[config.mk]
export PLATFORM = sky130hd
export DESIGN_NAME = spi_peripheral
export DESIGN_NICKNAME = d
export VERILOG_FILES = /design/src/rtl/spi_peripheral.sv
export SDC_FILE = /design/constraint.sdc
export NUM_CORES = 1
export LEC_CHECK = 0
export CAP_MARGIN = 15
export CORE_MARGIN = 2
export CORE_UTILIZATION = 55
export CTS_CLUSTER_SIZE = 10
export DETAILED_ROUTE_END_ITERATION = 10
export GPL_ROUTABILITY_DRIVEN = 0
export PLACE_DENSITY_LB_ADDON = 0.3
export SLEW_MARGIN = 20
export SYNTH_ARGS = -nofsm -noshare
export SYNTH_HDL_FRONTEND = slang
export SYNTH_SLANG_ARGS = --single-unit
[constraint.sdc]
create_clock -name clk -period 5.7 [get_ports clk]
set_clock_uncertainty 0.2 [all_clocks]
set_input_delay 0.855 -clock clk [delete_from_list [all_inputs] [get_ports clk]]
set_output_delay 0.855 -clock clk [all_outputs]
set_load 0.01 [all_outputs]
[src/rtl/spi_peripheral.sv]
// SPI mode-0 peripheral that writes five 8-bit PWM configuration registers.
// Define SPI_READBACK_EN to build register readback on cipo.
module spi_peripheral #(
   parameter int         SYNC_STAGES = 2,
   parameter logic [6:0] MAX_ADDR    = 7'h04
) (
   input  logic       clk,
   input  logic       rst_n,
   input  logic       sclk,
   input  logic       copi,
   input  logic       ncs,
   output logic       cipo,
   output logic [7:0] en_reg_out_7_0,
   output logic [7:0] en_reg_out_15_8,
   output logic [7:0] en_reg_pwm_7_0,
   output logic [7:0] en_reg_pwm_15_8,
   output logic [7:0] pwm_duty_cycle
);

   localparam logic [1:0] IDLE   = 2'd0;
   localparam logic [1:0] SHIFT  = 2'd1;
   localparam logic [1:0] COMMIT = 2'd2;

   // Top bit of sclk/ncs chains is the extra flop used only for edge detection.
   logic [SYNC_STAGES:0]   sclk_q, ncs_q;
   logic [SYNC_STAGES-1:0] copi_q;

   always_ff @(posedge clk or negedge rst_n) begin
      if (!rst_n) begin
         sclk_q <= '0;
         ncs_q  <= '1;
         copi_q <= '0;
      end else begin
         sclk_q <= {sclk_q[SYNC_STAGES-1:0], sclk};
         ncs_q  <= {ncs_q[SYNC_STAGES-1:0], ncs};
         copi_q <= {copi_q[SYNC_STAGES-2:0], copi};
      end
   end

   logic ncs_s, copi_s, sclk_rise, ncs_rise, ncs_fall;
   assign ncs_s     = ncs_q[SYNC_STAGES-1];
   assign copi_s    = copi_q[SYNC_STAGES-1];
   assign sclk_rise = sclk_q[SYNC_STAGES-1] & ~sclk_q[SYNC_STAGES];
   assign ncs_rise  = ncs_q[SYNC_STAGES-1]  & ~ncs_q[SYNC_STAGES];
   assign ncs_fall  = ~ncs_q[SYNC_STAGES-1] &  ncs_q[SYNC_STAGES];

   logic [1:0]  state;
   logic [4:0]  cnt;
   logic [15:0] sr;
   logic        frame_ok;

   assign frame_ok = (cnt == 5'd16) && sr[15] && (sr[14:8] <= MAX_ADDR);

   always_ff @(posedge clk or negedge rst_n) begin
      if (!rst_n) begin
         state           <= IDLE;
         cnt             <= '0;
         sr              <= '0;
         en_reg_out_7_0  <= '0;
         en_reg_out_15_8 <= '0;
         en_reg_pwm_7_0  <= '0;
         en_reg_pwm_15_8 <= '0;
         pwm_duty_cycle  <= '0;
      end else begin
         case (state)
            IDLE: if (ncs_fall) begin
               state <= SHIFT;
               cnt   <= '0;
               sr    <= '0;
            end
            SHIFT: begin
               // ncs rise is checked first so a coincident sclk edge is dropped
               if (ncs_rise) state <= frame_ok ? COMMIT : IDLE;
               else if (sclk_rise && !ncs_s) begin
                  sr <= {sr[14:0], copi_s};
                  if (cnt != 5'd17) cnt <= cnt + 5'd1;
               end
            end
            COMMIT: begin
               case (sr[14:8])
                  7'h00:   en_reg_out_7_0  <= sr[7:0];
                  7'h01:   en_reg_out_15_8 <= sr[7:0];
                  7'h02:   en_reg_pwm_7_0  <= sr[7:0];
                  7'h03:   en_reg_pwm_15_8 <= sr[7:0];
                  7'h04:   pwm_duty_cycle  <= sr[7:0];
                  default: ;
               endcase
               if (ncs_fall) begin
                  state <= SHIFT;
                  cnt   <= '0;
                  sr    <= '0;
               end else begin
                  state <= IDLE;
               end
            end
            default: state <= IDLE;
         endcase
      end
   end

`ifdef SPI_READBACK_EN
   logic       sclk_fall, rd;
   logic [6:0] rd_addr;
   logic [7:0] rd_data, tx;

   assign sclk_fall = ~sclk_q[SYNC_STAGES-1] & sclk_q[SYNC_STAGES];
   // Address is complete on the 8th sampled bit: seven bits in sr plus the incoming one.
   assign rd_addr   = {sr[5:0], copi_s};

   always_comb begin
      rd_data = 8'h00;
      case (rd_addr)
         7'h00:   rd_data = en_reg_out_7_0;
         7'h01:   rd_data = en_reg_out_15_8;
         7'h02:   rd_data = en_reg_pwm_7_0;
         7'h03:   rd_data = en_reg_pwm_15_8;
         7'h04:   rd_data = pwm_duty_cycle;
         default: rd_data = 8'h00;
      endcase
      if (rd_addr > MAX_ADDR) rd_data = 8'h00;
   end

   always_ff @(posedge clk or negedge rst_n) begin
      if (!rst_n) begin
         cipo <= 1'b0;
         tx   <= '0;
         rd   <= 1'b0;
      end else if (ncs_s) begin
         cipo <= 1'b0;
         tx   <= '0;
         rd   <= 1'b0;
      end else if (state == SHIFT && sclk_rise && cnt == 5'd7 && !sr[6]) begin
         tx <= rd_data;
         rd <= 1'b1;
      end else if (rd && sclk_fall && cnt >= 5'd8 && cnt <= 5'd15) begin
         cipo <= tx[7];
         tx   <= {tx[6:0], 1'b0};
      end
   end
`else
   assign cipo = 1'b0;
`endif

endmodule
=== Word level (Yosys, flattened, before mapping) ===
Index checks and enable logic that the tools add are counted.

* $add $sub $neg: 1
* Magnitude comparators: 1
* Multipliers: 0
* Eq/ne operators: 14
* Bitwise logic cells: 6
* Reduce and logical (&&, ||, !) cells: 16
* Mux-type cells: 14
* Shifts and indexed selects: 0
* Div/mod/pow operators: 0

{| class="wikitable"
|+ Operator list
! cell !! number
|-
| 16-bit 2-to-1 mux || 3
|-
| 16-bit case mux with 2 select lines || 1
|-
| 5-bit 2-to-1 mux || 4
|-
| 7-bit by 2-bit equality test with 1-bit output (second input constant) || 2
|-
| 2-bit AND reduction || 6
|-
| 2-bit inequality test (second input constant) || 5
|-
| 5-bit case mux with 2 select lines || 1
|-
| 7-bit by 1-bit equality test with 1-bit output (second input constant) || 1
|-
| 7-bit by 3-bit equality test with 1-bit output (second input constant) || 1
|-
| 7-bit by 3-bit less-or-equal comparator with 1-bit output (second input constant) || 1
|-
| 7-bit zero test || 1
|-
| 2-bit 2-to-1 mux || 3
|-
| 2-bit case mux with 3 select lines || 1
|-
| 5-bit by 1-bit adder with 5-bit output (second input constant) || 1
|-
| 5-bit equality test (second input constant) || 1
|-
| 5-bit inequality test (second input constant) || 1
|-
| 5-bit AND reduction || 1
|-
| 4-bit AND reduction || 1
|-
| 1-bit AND || 3
|-
| 1-bit logical AND || 3
|-
| 1-bit NOT || 3
|-
| 2-bit by 1-bit equality test with 1-bit output (second input constant) || 1
|-
| 2-bit equality test (second input constant) || 1
|-
| 2-bit zero test || 1
|-
| other kinds (5) || 5
|}

* Bits in read-only memories: 0
* Bits in writable memories: 0
* Logic and storage cells: 63
* Bits in latches: 0
* Memories kept: 0
* Flip-flop bits (word level): 71
* Input port bits: 5

=== Longest topological paths before layout ===
* Word-level depth: 6
* Gate-level depth with buffers: 6
* Mapped depth without buffers: 6

=== Worst setup path before layout ===
OpenSTA, ideal clock, no wires.

* Kind: flip-flop to flip-flop
* Start point: register sr[11]
* End point: register en_reg_out_15_8[0]
* Required time: 5.375 ns
* Path buffers: 1
* Arrival time: 2.291 ns
* Setup slack: 3.084 ns
* Period minus slack after synthesis: 2.616 ns
* Cell stages (with the launch flop): 6
* Cell sequence: dfrtp_1 -> or4_4 -> or4b_1 -> buf_2 -> nor3b_4 -> mux2_2

* Cells in the longest elaborated chain, start to end: 2

{| class="wikitable"
|+ RTL lines
! what !! RTL line !! RTL
|-
| from (decl) || 49 || <nowiki>logic [15:0] sr;</nowiki>
|-
| from (signal assigned) || 75 || <nowiki>sr <= {sr[14:0], copi_s};</nowiki>
|-
| 7-bit by 1-bit equality test with 1-bit output || 80 || <nowiki>case (sr[14:8])</nowiki>
|-
| 2-bit AND reduction (no source line) || n/a ||
|-
| to (signal assigned) || 82 || <nowiki>7'h01: en_reg_out_15_8 <= sr[7:0];</nowiki>
|-
| to (decl) || 14 || <nowiki>output logic [7:0] en_reg_out_15_8,</nowiki>
|}

No other way between the ends.
A chain may end at the register's enable or synchronous reset.

=== Worst setup path in the final report ===
Ends and elaborated chain as after synthesis.

==> results.txt <==
* Crit path arrival time: 2.93 ns
* Maximum number of pins on one net before global-route repair: 72
* Post-synthesis instance total: 221
- Worst VDD drop: 0.000215 V
- CTS hold repair buffers: 0
* Vertical die dimension: 75.8 um
- Proportion of layout cells with a drive suffix above 1: 0.246
- Crit end category: flip-flop
* Cell area after synthesis: 0.00284 sq mm
* Worst-case headroom to the max-slew limit: 0.423
- The portion of synthesized area spent on multiplexers is 0.166.
- Number of global-route vias before repair: 1651
- The first global-routing pass estimated 8.43 mm of wire.
- The finished layout holds 342 standard cells, fillers aside.
* Post-route clock period utilization: 0.510
- Crit-path max cell delay: 0.69 ns
- Total wire length after detailed routing: 5.19 mm
* Post-synthesis register bit count: 71
- Grt total ovfl: 0
- Counting instances, the worst hold path has a depth of 0.
* Area share of fa/ha/maj cells after synthesis: 0.0132
- PortBufs: 44
- Overall via count from detail_route: 1755
* CTS tree: built
- Detail Route Antenna Nets: 0
* TritonCTS Buffers: 9
- The die covers 0.00575 sq mm.
- Setup Fix Bufs, Post-CTS: 0
* Cell at the root of the clock tree: clkbuf_8
- Synth Net Count: 229
* Leading cell types in the layout, fill and taps excluded: 68 x dfrtp_1, 43 x clkdlybuf4s50_1, 40 x mux2_2
* Final net count: 275
- Relative to the synthesized area, the layout overhead comes to 24.9%.
- Max-slew violation count: 0
- Starting DRT DRC Count: 96
- The total area inside the core boundary comes to 0.00504 sq mm.
- Endpoints failing setup: 0
* Vias/cell: 5.13
* # resized after CTS: 0
- Setup repair after global routing left no endpoint under its margin.
* DP Wirelength: 3.24 mm
- Area fraction in and, or, nand and nor cells after synthesis: 0.115
- The initialized floorplan defines 26 standard-cell rows.
- Chain of cells forming the critical path: or4_4 > or4b_1 > nor3b_4 > mux2_2
- Number of enable-type register cells in the synthesized netlist: 0
* Layout Utilization: 0.702
- CP Data Required Time: 5.72 ns
- H-tree levels: 3
- The longest clock path from root to sink contains 2 buffers.
- After routing, the total negative slack on setup checks comes to 0 ns.
* Top-level port count: 46
* Total of warnings raised by yosys: 0
- Class of the worst hold path: flip-flop to flip-flop
* Peak clock frequency supported by timing: 344 MHz
- Dividing total power by cell area gives a power density of 289 mW/mm^2.
- Counting tap cells, the placed design contains a total of 326 instances.
* Shortest period the worst path allows: 2.91 ns
- By area, the combinational part of the netlist is dominated by multiplexers.
- Commonest non-fill, non-tap cell in the layout: dfrtp_1
* Routed wire per std cell: 15.2 um
- Transition at the pin with the smallest max-transition slack: 0.865 ns
- Starting density of the core: 0.563
* Complex-gate fraction of the synthesized area: 0.0490
- Antenna violations before repair: 0
- Summed over all cells, the static leakage comes to 1.61 nW.
- Run status: completed
* Type of origin of the critical path: flip-flop
- Across the run, the number of max-cap violations was 0.
- 0 antenna diodes ended up in the layout.
- Later-pin clock latency in the skew report: 0.34 ns
- In the global route stage, overall resource usage came out at 0.205.
- After clock tree synthesis, the clock-pin slew on the worst setup and hold paths is 0.07 ns.
* Category of the most critical setup path: flip-flop to flip-flop
* Maximum fanout along the worst path: 8
- The number of cells on the worst reg-to-reg path is 4.
- Horizontal die dimension: 75.8 um
- Length of the first detailed-routing pass in iterations: 4
- Share of flip-flops with an asynchronous set or reset: 1.00
* Post-synthesis average cell area: 12.8 sq um
* Residual DRC count: 0
* Post-synthesis xor/xnor area fraction: 0.00618
* Commonest register cell after synthesis: dfrtp_1
- Hold Violations, Final: 0
- On the critical path, the stage with the largest delay is an instance of or4b_1.
- The share of the Yosys chip area taken by registers is 0.628.
* Num Clock Sinks: 71
* Count of different cell masters after synthesis: 34
## logic make-up after synthesis
logic type | count (synthesis)
DFF | 71
muxes | 42
buffers and inverters | 15
adders and majority gates | 3
xor gates and xnor gates | 2
other | 1
and+or+nand+nor | 62
AOI/OAI and AO/OA | 25
## path summary, 6_finish.rpt
check	start	end	slack (ns)
min	ncs_q[0]	ncs_q[1]	0.15
max in group asynchronous	rst_n	en_reg_pwm_15_8[1]	4.23
min reg2reg	ncs_q[0]	ncs_q[1]	0.15
min in group asynchronous	rst_n	copi_q[1]	0.50
max reg2reg	sr[11]	en_reg_out_15_8[0]	2.79
max	sr[11]	en_reg_out_15_8[0]	2.79
## cell type report
cell class	count	area, sq um
fillers	366	1500
flip-flops and latches	71	1780
inverters	4	15.0
clock inverters	6	86.3
multi-input cells	135	995
clock buffers	10	128
well taps	70	87.6
repair buffers	46	450
## per-stage QoR
step                hold slack [ns]  worst slack (ns)  area (sq um)  total power, mW
floorplan                     0.131              3.08          2840            0.578
global placement              0.132              2.80          3330            0.599
detailed placement            0.143              2.77          3330            0.601
CTS                           0.157              2.77          3540             1.03
global route                  0.164              2.69          3540             1.07
finish                        0.153              2.79          3540             1.02
## layer usage
metal,vias up,track usage,wire length [um]
li1,851,-,-
met1,862,0.301,2500
met2,32,0.286,2390
met3,10,0.0450,220
met4,0,0.105,80
met5,-,0,0
## registers in the layout (all words and copies together) (netlist names)
signal,cells
sr,16
ncs_q,3
en_reg_out_7_0,8
en_reg_pwm_7_0,8
sclk_q,3
cnt,5
en_reg_out_15_8,8
pwm_duty_cycle,8
en_reg_pwm_15_8,8
copi_q,2
state,2
## power by group
part | switching (mW) | internal, mW | total, mW
Combinational | 0.0354 | 0.0205 | 0.0559
Clock | 0.186 | 0.246 | 0.432
Sequential | 0.0167 | 0.519 | 0.535
## worst max-delay path: cells and delay by family (launching register included)
family           cells  cell delay, ns
and+or+nand+nor      3            1.79
DFF                  1            0.40
muxes                1            0.40
## cell usage after synthesis, drive strengths merged, types with 3 or more instances
library cell	number	area share
buf	3	0.0057
nor2	6	0.0088
clkbuf	8	0.011
mux2	40	0.16
nand2	38	0.050
dfstp	3	0.028
inv	4	0.0053
ha	3	0.013
o21ai	17	0.030
nand3	3	0.0053
dfrtp	68	0.60
nor3b	3	0.016
nor3	3	0.0093
a21oi	3	0.0053
Power figures use the tool's default switching activity.
